`src/rtl/alu_op_sequencer_pkg.sv`:
```
// Shared types for the ALU operation sequencer.
//   state_e : issue FSM states
//   SEL_*   : ALU select encodings
//   cmd_t   : one queued command {acc, sel, c, b, a}
// The command operand width is fixed by CMD_WIDTH. To change the sequencer
// WIDTH, change CMD_WIDTH here as well.
package alu_seq_pkg;

  localparam int CMD_WIDTH = 8;

  typedef enum logic [1:0] {
    IDLE = 2'd0,
    EXEC = 2'd1,
    DONE = 2'd2
  } state_e;

  localparam logic [1:0] SEL_ADD  = 2'b00;
  localparam logic [1:0] SEL_SUB  = 2'b01;
  localparam logic [1:0] SEL_MUL  = 2'b10;
  localparam logic [1:0] SEL_ONES = 2'b11;

  typedef struct packed {
    logic                 acc;
    logic [1:0]           sel;
    logic                 c;
    logic [CMD_WIDTH-1:0] b;
    logic [CMD_WIDTH-1:0] a;
  } cmd_t;

endpackage

```
`src/rtl/alu_op_sequencer_if.sv`:
```
// Command and result handshakes of the ALU operation sequencer.
//   in_*      : command valid/ready channel with operands and options
//   res_*     : result valid/ready channel with data and flag
// The master modport is the command producer and result consumer.
// The slave modport is the sequencer.
interface alu_op_sequencer_if #(
  parameter int WIDTH = 8
);
  logic               in_valid;
  logic               in_ready;
  logic [WIDTH-1:0]   in_a;
  logic [WIDTH-1:0]   in_b;
  logic               in_c;
  logic [1:0]         in_sel;
  logic               in_acc;
  logic               res_valid;
  logic               res_ready;
  logic [2*WIDTH-1:0] res_data;
  logic               res_flag;

  modport master (
    output in_valid, in_a, in_b, in_c, in_sel, in_acc, res_ready,
    input  in_ready, res_valid, res_data, res_flag
  );

  modport slave (
    input  in_valid, in_a, in_b, in_c, in_sel, in_acc, res_ready,
    output in_ready, res_valid, res_data, res_flag
  );
endinterface

```
`src/rtl/alu_op_sequencer_cmd_fifo.sv`:
```
// Synchronous command FIFO for the ALU operation sequencer.
//   clk, rst_n : clock and async active-low reset (reset empties the queue)
//   push/wr_cmd: write a command (ignored when full)
//   pop/rd_cmd : rd_cmd is the head entry; pop removes it (ignored when empty)
//   full/empty : derived from the occupancy count
// FIFO_DEPTH must be a power of two so that the pointers wrap naturally.
module alu_cmd_fifo
  import alu_seq_pkg::*;
#(
  parameter int FIFO_DEPTH = 4
) (
  input  logic clk,
  input  logic rst_n,
  input  logic push,
  input  cmd_t wr_cmd,
  input  logic pop,
  output cmd_t rd_cmd,
  output logic full,
  output logic empty
);
  localparam int PTR_W = $clog2(FIFO_DEPTH);

  cmd_t           mem [FIFO_DEPTH];
  logic [PTR_W-1:0] wr_ptr;
  logic [PTR_W-1:0] rd_ptr;
  logic [PTR_W:0]   count;
  logic             do_push;
  logic             do_pop;

  assign full    = (count == (PTR_W+1)'(FIFO_DEPTH));
  assign empty   = (count == '0);
  assign do_push = push && !full;
  assign do_pop  = pop && !empty;
  assign rd_cmd  = mem[rd_ptr];

  always_ff @(posedge clk or negedge rst_n) begin
    if (!rst_n) begin
      wr_ptr <= '0;
      rd_ptr <= '0;
      count  <= '0;
    end else begin
      if (do_push) wr_ptr <= wr_ptr + 1'b1;
      if (do_pop)  rd_ptr <= rd_ptr + 1'b1;
      case ({do_push, do_pop})
        2'b10:   count <= count + 1'b1;
        2'b01:   count <= count - 1'b1;
        default: count <= count;
      endcase
    end
  end

  // Storage needs no reset; the pointers define which entries are live.
  always_ff @(posedge clk) begin
    if (do_push) mem[wr_ptr] <= wr_cmd;
  end

endmodule

```
`src/rtl/alu_op_sequencer.sv`:
```
// Issue stage for the combinational byte ALU.
//   clk, rst_n   : clock and async active-low reset
//   bus (slave)  : command channel in_* and result channel res_*
//   alu_a/b/c/sel: registered operands and select driven to the ALU
//   alu_out/flag : ALU result and carry/borrow flag returned to the sequencer
//   sticky_flag  : OR of every captured flag since reset or the last flag_clr
//   flag_clr     : synchronous clear of sticky_flag
// Commands are queued, issued one at a time, and given one EXEC cycle for
// the ALU to settle. The result is then captured and held until it is
// consumed. With in_acc set, a command takes the low half of the previous
// result as operand A.
module alu_op_sequencer
  import alu_seq_pkg::*;
#(
  parameter int WIDTH      = CMD_WIDTH,
  parameter int FIFO_DEPTH = 4
) (
  input  logic                 clk,
  input  logic                 rst_n,
  alu_op_sequencer_if.slave    bus,
  output logic [WIDTH-1:0]     alu_a,
  output logic [WIDTH-1:0]     alu_b,
  output logic                 alu_c,
  output logic [1:0]           alu_sel,
  input  logic [2*WIDTH-1:0]   alu_out,
  input  logic                 alu_flag,
  output logic                 sticky_flag,
  input  logic                 flag_clr
);
  state_e             state_q;
  state_e             state_d;
  logic               issue;
  logic               capture;
  logic               fifo_full;
  logic               fifo_empty;
  cmd_t               wr_cmd;
  cmd_t               head_cmd;
  logic [2*WIDTH-1:0] acc_q;
  logic [2*WIDTH-1:0] res_data_q;
  logic               res_flag_q;

  assign wr_cmd = '{acc: bus.in_acc, sel: bus.in_sel, c: bus.in_c,
                    b: bus.in_b, a: bus.in_a};

  // in_ready deliberately ignores a same-cycle pop.
  assign bus.in_ready  = !fifo_full;
  assign bus.res_valid = (state_q == DONE);
  assign bus.res_data  = res_data_q;
  assign bus.res_flag  = res_flag_q;

  alu_cmd_fifo #(
    .FIFO_DEPTH (FIFO_DEPTH)
  ) u_fifo (
    .clk    (clk),
    .rst_n  (rst_n),
    .push   (bus.in_valid),
    .wr_cmd (wr_cmd),
    .pop    (issue),
    .rd_cmd (head_cmd),
    .full   (fifo_full),
    .empty  (fifo_empty)
  );

  always_comb begin
    state_d = state_q;
    issue   = 1'b0;
    capture = 1'b0;
    case (state_q)
      IDLE: begin
        if (!fifo_empty) begin
          issue   = 1'b1;
          state_d = EXEC;
        end
      end
      EXEC: begin
        capture = 1'b1;
        state_d = DONE;
      end
      DONE: begin
        if (bus.res_ready) begin
          if (!fifo_empty) begin
            issue   = 1'b1;
            state_d = EXEC;
          end else begin
            state_d = IDLE;
          end
        end
      end
      default: state_d = IDLE;
    endcase
  end

  always_ff @(posedge clk or negedge rst_n) begin
    if (!rst_n) begin
      state_q     <= IDLE;
      alu_a       <= '0;
      alu_b       <= '0;
      alu_c       <= 1'b0;
      alu_sel     <= SEL_ADD;
      acc_q       <= '0;
      res_data_q  <= '0;
      res_flag_q  <= 1'b0;
      sticky_flag <= 1'b0;
    end else begin
      state_q <= state_d;
      // acc_q already holds the previous result here because only one
      // command is ever in flight.
      if (issue) begin
        alu_a   <= head_cmd.acc ? acc_q[WIDTH-1:0] : head_cmd.a;
        alu_b   <= head_cmd.b;
        alu_c   <= head_cmd.c;
        alu_sel <= head_cmd.sel;
      end
      if (capture) begin
        res_data_q <= alu_out;
        res_flag_q <= alu_flag;
        acc_q      <= alu_out;
      end
      // A clear wins over a flag captured on the same edge.
      if (flag_clr)
        sticky_flag <= 1'b0;
      else if (capture)
        sticky_flag <= sticky_flag | alu_flag;
    end
  end

endmodule

```
`src/flat_wrapper.sv`:
```
// flat-port wrapper written by rule: the top's interface ports become plain ports
module alu_op_sequencer_flat import alu_seq_pkg::*;
#(
  parameter int WIDTH      = CMD_WIDTH,
  parameter int FIFO_DEPTH = 4
)
  (clk, rst_n, alu_a, alu_b, alu_c, alu_sel, alu_out, alu_flag, sticky_flag, flag_clr, bus_in_valid, bus_in_a, bus_in_b, bus_in_c, bus_in_sel, bus_in_acc, bus_res_ready, bus_in_ready, bus_res_valid, bus_res_data, bus_res_flag);
  alu_op_sequencer_if #(.WIDTH(WIDTH)) bus_i ();
  input  logic clk;
  input  logic rst_n;
  output logic [WIDTH-1:0] alu_a;
  output logic [WIDTH-1:0] alu_b;
  output logic alu_c;
  output logic [1:0] alu_sel;
  input  logic [2*WIDTH-1:0] alu_out;
  input  logic alu_flag;
  output logic sticky_flag;
  input  logic flag_clr;
  input wire logic [$bits(bus_i.in_valid)-1:0] bus_in_valid;
  input wire logic [$bits(bus_i.in_a)-1:0] bus_in_a;
  input wire logic [$bits(bus_i.in_b)-1:0] bus_in_b;
  input wire logic [$bits(bus_i.in_c)-1:0] bus_in_c;
  input wire logic [$bits(bus_i.in_sel)-1:0] bus_in_sel;
  input wire logic [$bits(bus_i.in_acc)-1:0] bus_in_acc;
  input wire logic [$bits(bus_i.res_ready)-1:0] bus_res_ready;
  output wire logic [$bits(bus_i.in_ready)-1:0] bus_in_ready;
  output wire logic [$bits(bus_i.res_valid)-1:0] bus_res_valid;
  output wire logic [$bits(bus_i.res_data)-1:0] bus_res_data;
  output wire logic [$bits(bus_i.res_flag)-1:0] bus_res_flag;
  assign bus_i.in_valid = bus_in_valid;
  assign bus_i.in_a = bus_in_a;
  assign bus_i.in_b = bus_in_b;
  assign bus_i.in_c = bus_in_c;
  assign bus_i.in_sel = bus_in_sel;
  assign bus_i.in_acc = bus_in_acc;
  assign bus_i.res_ready = bus_res_ready;
  assign bus_in_ready = bus_i.in_ready;
  assign bus_res_valid = bus_i.res_valid;
  assign bus_res_data = bus_i.res_data;
  assign bus_res_flag = bus_i.res_flag;
  alu_op_sequencer #(.WIDTH(WIDTH), .FIFO_DEPTH(FIFO_DEPTH)) u_core (.clk(clk), .rst_n(rst_n), .bus(bus_i), .alu_a(alu_a), .alu_b(alu_b), .alu_c(alu_c), .alu_sel(alu_sel), .alu_out(alu_out), .alu_flag(alu_flag), .sticky_flag(sticky_flag), .flag_clr(flag_clr));
endmodule
```
`config.mk`:
```
export PLATFORM = sky130hd
export DESIGN_NAME = alu_op_sequencer_flat
export DESIGN_NICKNAME = d
export VERILOG_FILES = /design/src/rtl/alu_op_sequencer_pkg.sv /design/src/rtl/alu_op_sequencer_if.sv /design/src/rtl/alu_op_sequencer_cmd_fifo.sv /design/src/rtl/alu_op_sequencer.sv /design/src/flat_wrapper.sv
export SDC_FILE = /design/constraint.sdc
export NUM_CORES = 1
export LEC_CHECK = 0
export ABC_AREA = 1
export CAP_MARGIN = 20
export CELL_PAD_IN_SITES_DETAIL_PLACEMENT = 1
export CELL_PAD_IN_SITES_GLOBAL_PLACEMENT = 1
export CORE_MARGIN = 2
export CORE_UTILIZATION = 42
export CTS_BUF_LIST = sky130_fd_sc_hd__clkbuf_4 sky130_fd_sc_hd__clkbuf_8 sky130_fd_sc_hd__clkbuf_16
export DETAILED_ROUTE_END_ITERATION = 6
export HOLD_SLACK_MARGIN = 0.02
export PLACE_DENSITY_LB_ADDON = 0.1
export SLEW_MARGIN = 15
export SYNTH_ARGS = -nofsm -noshare
export SYNTH_HDL_FRONTEND = slang
export SYNTH_SLANG_ARGS = --single-unit
export TNS_END_PERCENT = 30
```
`constraint.sdc`:
```
create_clock -name clk -period 2.5 [get_ports clk]
set_clock_uncertainty 0.05 [all_clocks]
set_input_delay 0.25 -clock clk [delete_from_list [all_inputs] [get_ports clk]]
set_output_delay 0.25 -clock clk [all_outputs]
set_load 0.01 [all_outputs]
```
==> impl_metrics.tcl <==
set metrics [dict create \
    drc_errors 0 \
    worst_skew_pair.late_latency_ns 0.41 \
    p_leak_nw 2.80 \
    clk_pin_slew_worst_paths_ns 0.05 \
    synth_area_per_cell_um2 11.3 \
    worst_setup_path_end_kind "flop" \
    die_w_um 114 \
    dr.first_iter.drc_count 180 \
    vias 3467 \
    worst_path_max_delay_cell "dfrtp_1" \
    drive_gt1_frac 0.114 \
    rsz0062_at_grt "false" \
    overflow 0 \
    power.total_mw 8.98 \
    cp_max_fo 8 \
    port_buffers 80 \
    nNetsFinal 587 \
    setup_viol 0 \
    die_area_mm2 0.0130 \
    firstDrtPassIters 4 \
    rr_endpoint "u_core.u_fifo.count[2]" \
    syn_area_mm2 0.00508 \
    synth_fp_nets 496 \
    slew_violations 0 \
    cts_buffers 17 \
    seq_area_frac_synth 0.699 \
    grt_pass1_wl_um 18900 \
    maxCapViolCount 0 \
    worstPathArrival_ns 2.34 \
    ys_ff_latch 126 \
    finalHoldViolCount 0 \
    cts_tree "done" \
    critPathKind "reg -> reg" \
    ant_nets 0 \
    fin_crit_sh 0.844 \
    yosysWarnings 0 \
    wl_um 11600 \
    synth_cell_types 24 \
    hpwl_um 7380 \
    r2r_slack_ns 0.39 \
    rr_startpoint "u_core.u_fifo.count[0]" \
    antenna_found_initial 0 \
    cts.path.max_buffers 2 \
    final.min_clock_period_ns 2.11 \
    relSlewSlack 0.653 \
    avgRoutedWirePerCell_um 16.7 \
    root_buffer "clkbuf_16" \
    finalSetupTns_ns 0 \
    place_congestion 0.732 \
    die_y_um 114 \
    max_clock_freq_ghz 0.474 \
    io_pins 81 \
    reg2reg_depth 9 \
    vdd_ir_drop_max_v 0.000497 \
    crit_chain "inv_1 -> nand3_1 -> nand2_1 -> ha_1 -> inv_1 -> fa_1 -> a21oi_1 -> o21ai_0 -> xor2_1" \
    insertedDiodeCount 0 \
    start_kind "flop" \
    viasPerCell 4.96 \
    worst_slew_pin_slew_ns 0.520 \
    placementRows 40 \
    synthCells 448 \
    area_growth_pct 30.9 \
    slowest_delay_ns 0.39 \
    initial_core_util 0.427 \
    grt_pass1_vias 3660 \
    critPathMostFrequentCell "inv_1" \
    core_area_mm2 0.0119 \
    cts.sinks 126 \
    grt_max_degree 38 \
    power.density_mw_per_mm2 1350 \
    htreeDepth 4 \
    cp.required_ns 2.73 \
    status "finished, final reports clean" \
    worst_hold_path_type "in -> async" \
    grt_usage 0.195 \
]
==> cell families (layout without fill, tap and decap cells) <==
| family | count (synthesis) | count (layout) | share of synthesized area |
|---|---|---|---|
| flops | 126 | 126 | 0.699 |
| fa+ha+maj | 6 | 6 | 0.0162 |
| buf+inv | 66 | 170 | 0.0579 |
| simple gates | 187 | 187 | 0.162 |
| xor+xnor | 4 | 4 | 0.00689 |
| compound gates | 59 | 59 | 0.0581 |
==> routing by layer <==
layer	track usage	part of all wire	up-vias
met3	0.0446	0.042	14
met1	0.254	0.45	1692
met4	0.0805	0.019	0
li1	-	-	1671
met2	0.318	0.48	90
met5	0	0	-
==> worst max-delay path by stage <==
stage,start,end,slack (ns),cells past startpoint
after global placement,bus_res_ready,u_core.u_fifo.count[2],0.32,11
final,u_core.u_fifo.count[0],u_core.u_fifo.count[2],0.39,9
after detailed placement,bus_res_ready,u_core.u_fifo.count[2],0.27,11
after CTS,u_core.u_fifo.count[0],u_core.u_fifo.count[2],0.39,9
after floorplan,u_core.u_fifo.count[0],u_core.u_fifo.mem[0][0],0.43,4
after global routing,u_core.u_fifo.count[1],u_core.u_fifo.count[2],0.20,9
==> report_power, final <==
| part | total, mW | switching, mW | internal (mW) |
|---|---|---|---|
| sequential | 3.19 | 0.290 | 2.90 |
| clock | 2.50 | 0.842 | 1.66 |
| combinational | 3.29 | 2.00 | 1.29 |
| total | 8.98 | 3.13 | 5.85 |
==> final cells by class <==
cell class / instances / area (um^2)
Multi-Input combinational cell: 256 / 1230
Fill cell: 1273 / 5260
Timing Repair Buffer: 91 / 893
Tap cell: 147 / 184
Sequential cell: 126 / 3550
Clock buffer: 18 / 433
Inverter: 47 / 179
Clock inverter: 14 / 174
==> worst max-delay path: cells and delay by family, from the launching register on <==
family | cells | cell delay, ns
compound gates | 2 | 0.25
xor+xnor | 1 | 0.17
fa+ha+maj | 2 | 0.58
buf+inv | 2 | 0.19
flops | 1 | 0.39
simple gates | 2 | 0.35
==> layout by cell type (no fill, tap or decap), types with 2 or more instances in the layout <==
cell type,count
clkinv_2,7
bufinv_16,4
clkdlybuf4s50_1,79
xor2_1,3
a21oi_1,26
nand2_4,2
o21ai_0,12
clkinvlp_4,2
inv_1,42
inv_2,4
nand3_1,46
nand2_2,10
edfxtp_1,80
dfrtp_1,45
o21ai_1,21
clkbuf_16,17
buf_4,9
nor2_1,7
nand2_1,119
ha_1,5
==> metrics by stage <==
stage	hold WS [ns]	cells	setup WS, ns	area (um^2)	util
2_1_floorplan	-0.0956	448	0.425	5080	-
3_5_place_dp	0.203	666	0.274	6040	0.507
5_1_grt	0.338	699	0.202	6650	0.559
4_1_cts	0.317	699	0.388	6650	0.559
6_report	0.309	699	0.391	6650	0.559
3_3_place_gp	0.201	666	0.319	6040	0.507
==> timing repair <==
| item | in CTS | in global routing |
|---|---|---|
| endpoints found under the setup margin | 0 | 0 |
| hold buffers | 1 | 0 |
| resized for setup | 0 | 0 |
| setup buffers | 0 | 0 |
| hold endpoints to repair | 16 | 0 |
==> Yosys cell counts <==
library cell / count / area [um^2]
nand2_1: 119 / 447
edfxtp_1: 80 / 2400
dfrtp_1: 46 / 1150
nand3_1: 46 / 230
inv_1: 42 / 158
a21oi_1: 26 / 130
o21ai_1: 21 / 105
buf_2: 14 / 70.1
o21ai_0: 12 / 60.1
nand2_2: 10 / 62.6
nor2_1: 7 / 26.3
ha_1: 5 / 62.6
inv_2: 4 / 15.0
xor2_1: 3 / 26.3
buf_6: 2 / 22.5
clkbuf_1: 2 / 7.51
nand2_4: 2 / 22.5
buf_8: 1 / 15.0
fa_1: 1 / 20.0
inv_4: 1 / 6.26
nand3_2: 1 / 10.0
nand3_4: 1 / 17.5
nor2_2: 1 / 6.26
xnor2_1: 1 / 8.76
==> state kept, by name, indices dropped and copies added (netlist names) <==
register and count:
u_core.bus.res_flag 1, u_core.u_fifo.rd_ptr 2, u_core.sticky_flag 1, u_core.alu_c 1, u_core.u_fifo.mem 80, u_core.alu_sel 2
u_core.u_fifo.count 3, u_core.alu_b 8, u_core.u_fifo.wr_ptr 2, u_core.acc_q 16, u_core.alu_a 8, u_core.state_q 2
Note: power is estimated with default switching activity, not from simulation.
